[src/rtl/gf2_pkg.sv]
// Shared definitions for the gf2 family of masking blocks (splitter_gf2,
// adder_gf2 and friends).
//
// Contents:
//   LFSR_TAPS          feedback polynomial of the 32-bit Galois LFSR
//   LFSR_DEFAULT_SEED  substitute seed used when a block is given seed 0
//   lfsr_state_t       32-bit LFSR state type
//   lfsr_next()        one right-shift step of the Galois LFSR
package gf2_pkg;

    typedef logic [31:0] lfsr_state_t;

    localparam lfsr_state_t LFSR_TAPS         = 32'h8020_0003;
    localparam lfsr_state_t LFSR_DEFAULT_SEED = 32'h0000_0001;

    // Galois form: the bit shifted out of the bottom decides whether the
    // tap pattern is folded back into the shifted state.
    function automatic lfsr_state_t lfsr_next(input lfsr_state_t s);
        return (s >> 1) ^ (s[0] ? LFSR_TAPS : 32'h0000_0000);
    endfunction

endpackage

[src/rtl/lfsr_gf2.sv]
// 32-bit Galois LFSR that steps only when asked to.
//
// Parameters:
//   SEED       reset state; 0 would lock the register up, so it is
//              replaced by LFSR_DEFAULT_SEED
// Ports:
//   i_clock    clock
//   i_reset    synchronous active-high reset, reloads the seed
//   i_advance  step the LFSR by one on this clock edge
//   o_state    current (pre-advance) state
module lfsr_gf2
    import gf2_pkg::*;
#(
    parameter logic [31:0] SEED = LFSR_DEFAULT_SEED
) (
    input  logic        i_clock,
    input  logic        i_reset,
    input  logic        i_advance,
    output lfsr_state_t o_state
);

    localparam lfsr_state_t RESET_STATE = (SEED == 32'h0000_0000) ? LFSR_DEFAULT_SEED : SEED;

    lfsr_state_t state_q;
    lfsr_state_t state_d;

    always_comb begin
        state_d = state_q;
        if (i_advance) begin
            state_d = lfsr_next(state_q);
        end
    end

    always_ff @(posedge i_clock) begin
        if (i_reset) begin
            state_q <= RESET_STATE;
        end else begin
            state_q <= state_d;
        end
    end

    assign o_state = state_q;

endmodule

[src/rtl/splitter_gf2.sv]
// Splits one valid/ready stream into two GF(2) additive shares:
//   lhs = pseudo-random mask, rhs = data ^ mask, so lhs ^ rhs == data.
// Each share leaves through its own registered valid/ready stream and is
// drained independently; a new word is taken only when both output
// slots are free (or freeing this cycle).
//
// Build option:
//   SPLITTER_GF2_ZERO_MASK_EN  when defined the LFSR is dropped and the
//                              mask is 0 (lhs = 0, rhs = data), for
//                              plain-data bring-up.
// Parameters:
//   WIDTH  data width (1..32)
//   SEED   LFSR reset state (0 is replaced by LFSR_DEFAULT_SEED)
// Ports:
//   i_clock, i_reset            clock, synchronous active-high reset
//   i_data, i_valid, o_ready    input stream
//   o_lhs_data/valid, i_lhs_ready  mask share stream
//   o_rhs_data/valid, i_rhs_ready  masked-data share stream
module splitter_gf2
    import gf2_pkg::*;
#(
    parameter int          WIDTH = 16,
    parameter logic [31:0] SEED  = 32'h0000_0001
) (
    input  logic             i_clock,
    input  logic             i_reset,
    input  logic [WIDTH-1:0] i_data,
    input  logic             i_valid,
    output logic             o_ready,
    output logic [WIDTH-1:0] o_lhs_data,
    output logic             o_lhs_valid,
    input  logic             i_lhs_ready,
    output logic [WIDTH-1:0] o_rhs_data,
    output logic             o_rhs_valid,
    input  logic             i_rhs_ready
);

    logic             lhs_valid_q, lhs_valid_d;
    logic             rhs_valid_q, rhs_valid_d;
    logic [WIDTH-1:0] lhs_data_q, lhs_data_d;
    logic [WIDTH-1:0] rhs_data_q, rhs_data_d;
    logic [WIDTH-1:0] mask;
    logic             lhs_free;
    logic             rhs_free;
    logic             accept;

`ifdef SPLITTER_GF2_ZERO_MASK_EN
    assign mask = '0;
`else
    lfsr_state_t lfsr_state;
    logic        lfsr_unused;

    lfsr_gf2 #(
        .SEED(SEED)
    ) u_lfsr (
        .i_clock  (i_clock),
        .i_reset  (i_reset),
        .i_advance(accept),
        .o_state  (lfsr_state)
    );

    assign mask        = lfsr_state[WIDTH-1:0];
    assign lfsr_unused = ^lfsr_state;
`endif

    // Valids and ready are masked during reset so that no handshake on
    // either side can complete in the reset cycle.
    assign o_lhs_valid = lhs_valid_q & ~i_reset;
    assign o_rhs_valid = rhs_valid_q & ~i_reset;
    assign lhs_free    = ~o_lhs_valid | i_lhs_ready;
    assign rhs_free    = ~o_rhs_valid | i_rhs_ready;
    assign o_ready     = lhs_free & rhs_free & ~i_reset;
    assign accept      = i_valid & o_ready;

    assign o_lhs_data  = lhs_data_q;
    assign o_rhs_data  = rhs_data_q;

    // A new accept reloads both slots and wins over a same-cycle drain;
    // otherwise each slot empties on its own handshake and the data
    // registers simply hold.
    always_comb begin
        lhs_valid_d = lhs_valid_q;
        rhs_valid_d = rhs_valid_q;
        lhs_data_d  = lhs_data_q;
        rhs_data_d  = rhs_data_q;
        if (accept) begin
            lhs_valid_d = 1'b1;
            rhs_valid_d = 1'b1;
            lhs_data_d  = mask;
            rhs_data_d  = i_data ^ mask;
        end else begin
            if (lhs_valid_q && i_lhs_ready) begin
                lhs_valid_d = 1'b0;
            end
            if (rhs_valid_q && i_rhs_ready) begin
                rhs_valid_d = 1'b0;
            end
        end
    end

    always_ff @(posedge i_clock) begin
        if (i_reset) begin
            lhs_valid_q <= 1'b0;
            rhs_valid_q <= 1'b0;
            lhs_data_q  <= '0;
            rhs_data_q  <= '0;
        end else begin
            lhs_valid_q <= lhs_valid_d;
            rhs_valid_q <= rhs_valid_d;
            lhs_data_q  <= lhs_data_d;
            rhs_data_q  <= rhs_data_d;
        end
    end

endmodule

[config.mk]
export PLATFORM = sky130hd
export DESIGN_NAME = splitter_gf2
export DESIGN_NICKNAME = d
export VERILOG_FILES = /design/src/rtl/gf2_pkg.sv /design/src/rtl/lfsr_gf2.sv /design/src/rtl/splitter_gf2.sv
export SDC_FILE = /design/constraint.sdc
export NUM_CORES = 1
export LEC_CHECK = 0
export ABC_AREA = 1
export CORE_MARGIN = 5
export CORE_UTILIZATION = 53
export CTS_CLUSTER_SIZE = 25
export DETAILED_ROUTE_END_ITERATION = 7
export GPL_TIMING_DRIVEN = 0
export PLACE_DENSITY = 0.8
export SETUP_SLACK_MARGIN = 0.2
export SKIP_LAST_GASP = 1
export SYNTH_ARGS = -nofsm -noshare
export SYNTH_HDL_FRONTEND = slang
export SYNTH_HIERARCHICAL = 1
export SYNTH_SLANG_ARGS = --single-unit
export TNS_END_PERCENT = 1
[constraint.sdc]
create_clock -name i_clock -period 1.9 [get_ports i_clock]
set_input_delay 0.38 -clock i_clock [delete_from_list [all_inputs] [get_ports i_clock]]
set_output_delay 0.38 -clock i_clock [all_outputs]
set_load 0.05 [all_outputs]
# Word level (Yosys, flattened, before mapping)
# Index checks and enable logic that the tools add are counted.
[classes] bitwise_logic=12 n_reduce_logical=4 muxes=5
[op_table] cell="2-to-1 mux 32 bit" count=1
[op_table] cell="XOR 31 x 32 -> 32 bit" count=1
[op_table] cell="XOR 16 bit" count=1
[op_table] cell="bitwise AND 1 bit" count=5
[op_table] cell="2-to-1 mux 1 bit" count=4
[op_table] cell="nonzero test 2 bit" count=2
[op_table] cell="NOT 1 bit" count=3
[op_table] cell="logical AND 1 bit" count=2
[op_table] cell="OR 1 bit" count=2
[totals] output_inout_bits=35 word_cells=26 reg_bits=66 in_bits=21

# Logic depth before layout (Yosys ltp)
# Gate-level depths: netlist (run 1).
[depth] word_depth=8 mapped_depth=10 mapped_depth_nobuf=8

# Modules after synthesis
# Netlist (run 1), hierarchy kept.
[modules_own_cells] module="splitter_gf2" cells_each=338 seq_area_each_um2=680.7 instances=1 area_per_inst_um2=1956.9
[modules_own_cells] module="lfsr_gf2" cells_each=149 seq_area_each_um2=640.6 instances=1 area_per_inst_um2=1201.2

# Worst setup path after synthesis (run 1)
# No wires, ideal clock.
[synth_path] path_kind="input to output" from="input port i_lhs_ready" to="output port o_ready" t_arrival_ns=1.278 path_stages=5 slack_ns=0.242 path_cell_list="inv_1 -> a21oi_2 -> buf_2 -> nand2_1 -> inv_1"
[synth_between] elab_chain_len=3
[synth_rtl] element="start, declared" line_no="splitter_gf2.sv:32" text="input logic i_lhs_ready,"
[synth_rtl] element="OR 1 bit" line_no="splitter_gf2.sv:70" text="assign lhs_free = ~o_lhs_valid | i_lhs_ready;"
[synth_rtl] element="bitwise AND 1 bit (2 in series)" line_no="splitter_gf2.sv:72" text="assign o_ready = lhs_free & rhs_free & ~i_reset;"
[synth_rtl] element="end, declared" line_no="splitter_gf2.sv:29" text="output logic o_ready,"
# Every way passes these cells.

# Worst setup path after layout (run 1)
[layout_path] from="register lhs_data_q[1] (netlist: o_lhs_data[1])" to="output port o_lhs_data[1]"
[layout_rtl] element="start, declared" line_no="splitter_gf2.sv:40" text="logic [WIDTH-1:0] lhs_data_q, lhs_data_d;"
[layout_rtl] element="start signal, assigned" line_no="splitter_gf2.sv:110" text="lhs_data_q <= lhs_data_d;"
[layout_rtl] element="end, declared" line_no="splitter_gf2.sv:30" text="output logic [WIDTH-1:0] o_lhs_data,"
# No word-level cell between the ends.

==> impl_results.md, run 1 <==
- Multi-input combinational cell area: 1250 um2
- Largest family of logic cells by synthesized area: simple AND/OR/NAND/NOR gates
- Crit share post-route: 0.984
- Dominant cells by area after synthesis: dfxtp_1 (42%), nand2_1 (15%), inv_1 (12%)
- Status: finished, final reports clean
- CTS buffer count: 9
- Pre-CTS setup slack: -1.07 ns
- Vias in the first global route: 2836
- Leak: 2.10 nW
- Max incr delay on CP: 0.81 ns
- Antenna cells: 0
- Worst clock skew: 0.00716 ns
- First-pass GRT wire length: 12300 um
- Final nets: 576
- CP max stage cell: clkdlybuf4s50_1
- Total gr overflow: 0
- Vias per cell: 4.77
- Worst path cell trace: clkdlybuf4s50_1
- XOR/XNOR Fraction of Synth Area: 0
- Mux contribution to synthesized area: 0
- Post-synth top area cell: dfxtp_1
- GRT Total Usage: 0.204
- Clk sink count: 66
- Fill count: 491
- CP top delay family: buffers and inverters
- Setup CP Type: flop to output port
- Placed cells: 616
- Share of layout cells above drive strength 1: 0.0877
- Max IR drop VDD: 612 uV
- Detailed-placement wirelength estimate: 5450 um
- Number of nets with antenna violations after routing: 0
- Final min period: 1.87 ns
- Total wire length: 7300 um
- Clock Path Buffers: 2
- Syn avg cell area: 6.48 um2
- Synth Register Bits: 66
- # setup viols final: 0
- Synth top area share: 0.418
- PD cells: 837 nW/um2
- Final Wtd Congestion: 0.851
- Core Rows: 28
- Max Cap Viol: 0
- Htree depth: 3
- Syn-to-layout area delta: 27.3%
- Effective utilization at floorplan: 0.540
- Sequential share of the synthesized area: 0.418
- DIE AREA: 7600 um2
- Total core area: 5850 um2
- Endpoints failing hold: 0
- Syn Nets: 508
- Final non-filler cell total: 634
- Worst hold slack: 0.481 ns
- Die X: 87.2 um
- Simple-gate share of the synthesized area: 0.333
- Antenna violations before repair: 0
- Clock Latency Late Sink: 0.34 ns
- Largest net degree at the start of global routing: 11
- Die height: 87.2 um
- 1st-iter DRT viols: 109
- Slew HR: 0.658
- Crit path capture type: output port
- Arrival time worst endpoint: 1.49 ns
- Crit path required time: 1.52 ns
- CTS root buf: clkbuf_8
- RSZ-0062 raised after global routing: yes
- WL per Instance: 11.5 um
- Cell variety after synth: 19
- CP Launch Type: flop
- Tightest Pin Transition: 0.511 ns
- Vias: 3026
- Crit path buf inv count: 1
- Synth Area in Adders: 0
- Gate Count Post-Synth: 487
- CTS tree: done
- Drt first pass iters: 4
- Post-Syn Area: 3160 um2
- DRC: 0
- FF+latch area: 1320 um2
- Hold_buf cts: 0
- YS warnings: 6
- IO Pins: 56
- Hold wc startpoint: u_lfsr/o_state[18]
- Final setup margin: 0.0307 ns
- Crit path max fanout: 2
- CP startpoint: o_lhs_data[1]
- Max Fclk: 535 MHz
- Synth Area in Compound Gates: 0.0582
- Clock slew at reported path FFs: 0.07 ns
- IO buf count: 54
- Reg2reg start: lhs_valid_q
- Worst min-delay path class: flop to flop
- Max Slew Vio Count: 0
flip-flops by register name, summed over array words and instances, names as in the netlist:
signal and cells:
u_lfsr/o_state 32, rhs_valid_q 1, o_rhs_data 16, o_lhs_data 16
lhs_valid_q 1
final timing paths:
check                       endpoint  cells after the start  slack (ns)
hold / removal    u_lfsr/o_state[17]                      2        0.48
setup reg to reg  u_lfsr/o_state[10]                     10        0.32
setup / recovery       o_lhs_data[1]                      1        0.03
hold reg to reg   u_lfsr/o_state[17]                      2        0.48
repair_timing:
action                                  in CTS  in global routing
setup buffers                                3                  0
gates resized for setup                     19                  2
pin swaps                                    1                  0
endpoints found under the setup margin      94                 66
cloned                                       0                  0
cell usage after synthesis, drive strengths merged:
| cell | n |
|---|---|
| nand3 | 6 |
| nand2 | 124 |
| nor2 | 90 |
| o21ai | 29 |
| nand4 | 32 |
| inv | 110 |
| clkbuf | 3 |
| buf | 23 |
| a21oi | 4 |
| dfxtp | 66 |
cells in the final DEF (no fill, tap or decap), types with 2 or more instances in the layout:
cell             instances
a21oi_2                  2
buf_1                    4
buf_2                    6
buf_4                    4
buf_6                   12
clkbuf_1                 5
clkbuf_8                11
clkdlybuf4s50_1         48
dfxtp_1                 66
dlygate4sd2_1            3
inv_1                  105
inv_2                    4
nand2_1                124
nand3_1                  4
nand3_4                  2
nand4_1                 32
nor2_1                  90
o21ai_0                 27
o21ai_2                  2
per-stage QoR:
step / total power, mW / utilization / cell area (um2) / setup TNS [ns]
global route: 3.54 / 0.687 / 4020 / -0.0319
detailed placement: 2.34 / 0.648 / 3790 / -24.75
global placement: 2.32 / 0.648 / 3790 / -24.93
floorplan: 2.10 / - / 3160 / 0
finish: 3.36 / 0.687 / 4020 / 0
CTS: 3.38 / 0.686 / 4010 / 0
where the power goes:
part           internal [mW]  switching [mW]
clock network          0.537           0.504
registers               1.48          0.0637
logic                  0.282           0.491
logic make-up after synthesis:
logic type | after synthesis
flip-flops | 66
AO/OA/AOI/OAI | 33
AND/OR/NAND/NOR | 252
buffers and inverters | 136
final cells by class:
class	count	area share
buffer	26	0.0504
clock buffer	13	0.0395
clock inverter	2	0.00311
inverter	110	0.103
multi-input combinational	285	0.311
sequential	66	0.329
tap	75	0.0233
timing repair buffer	57	0.140
per-layer routing:
layer | vias up | wire length, um | track usage
li1 | 1574 | - | -
met1 | 1353 | 3180 | 0.244
met2 | 81 | 3540 | 0.353
met3 | 18 | 353 | 0.0303
met4 | 0 | 225 | 0.103
met5 | - | 0 | 0
(Power assumes the default switching activity.)
==> inputs of run 2 (changes only) <==
- CAP_MARGIN: not set -> 20
==> results of run 2 <==
The final DEF is identical to that of run 1; final timing and power are the same.
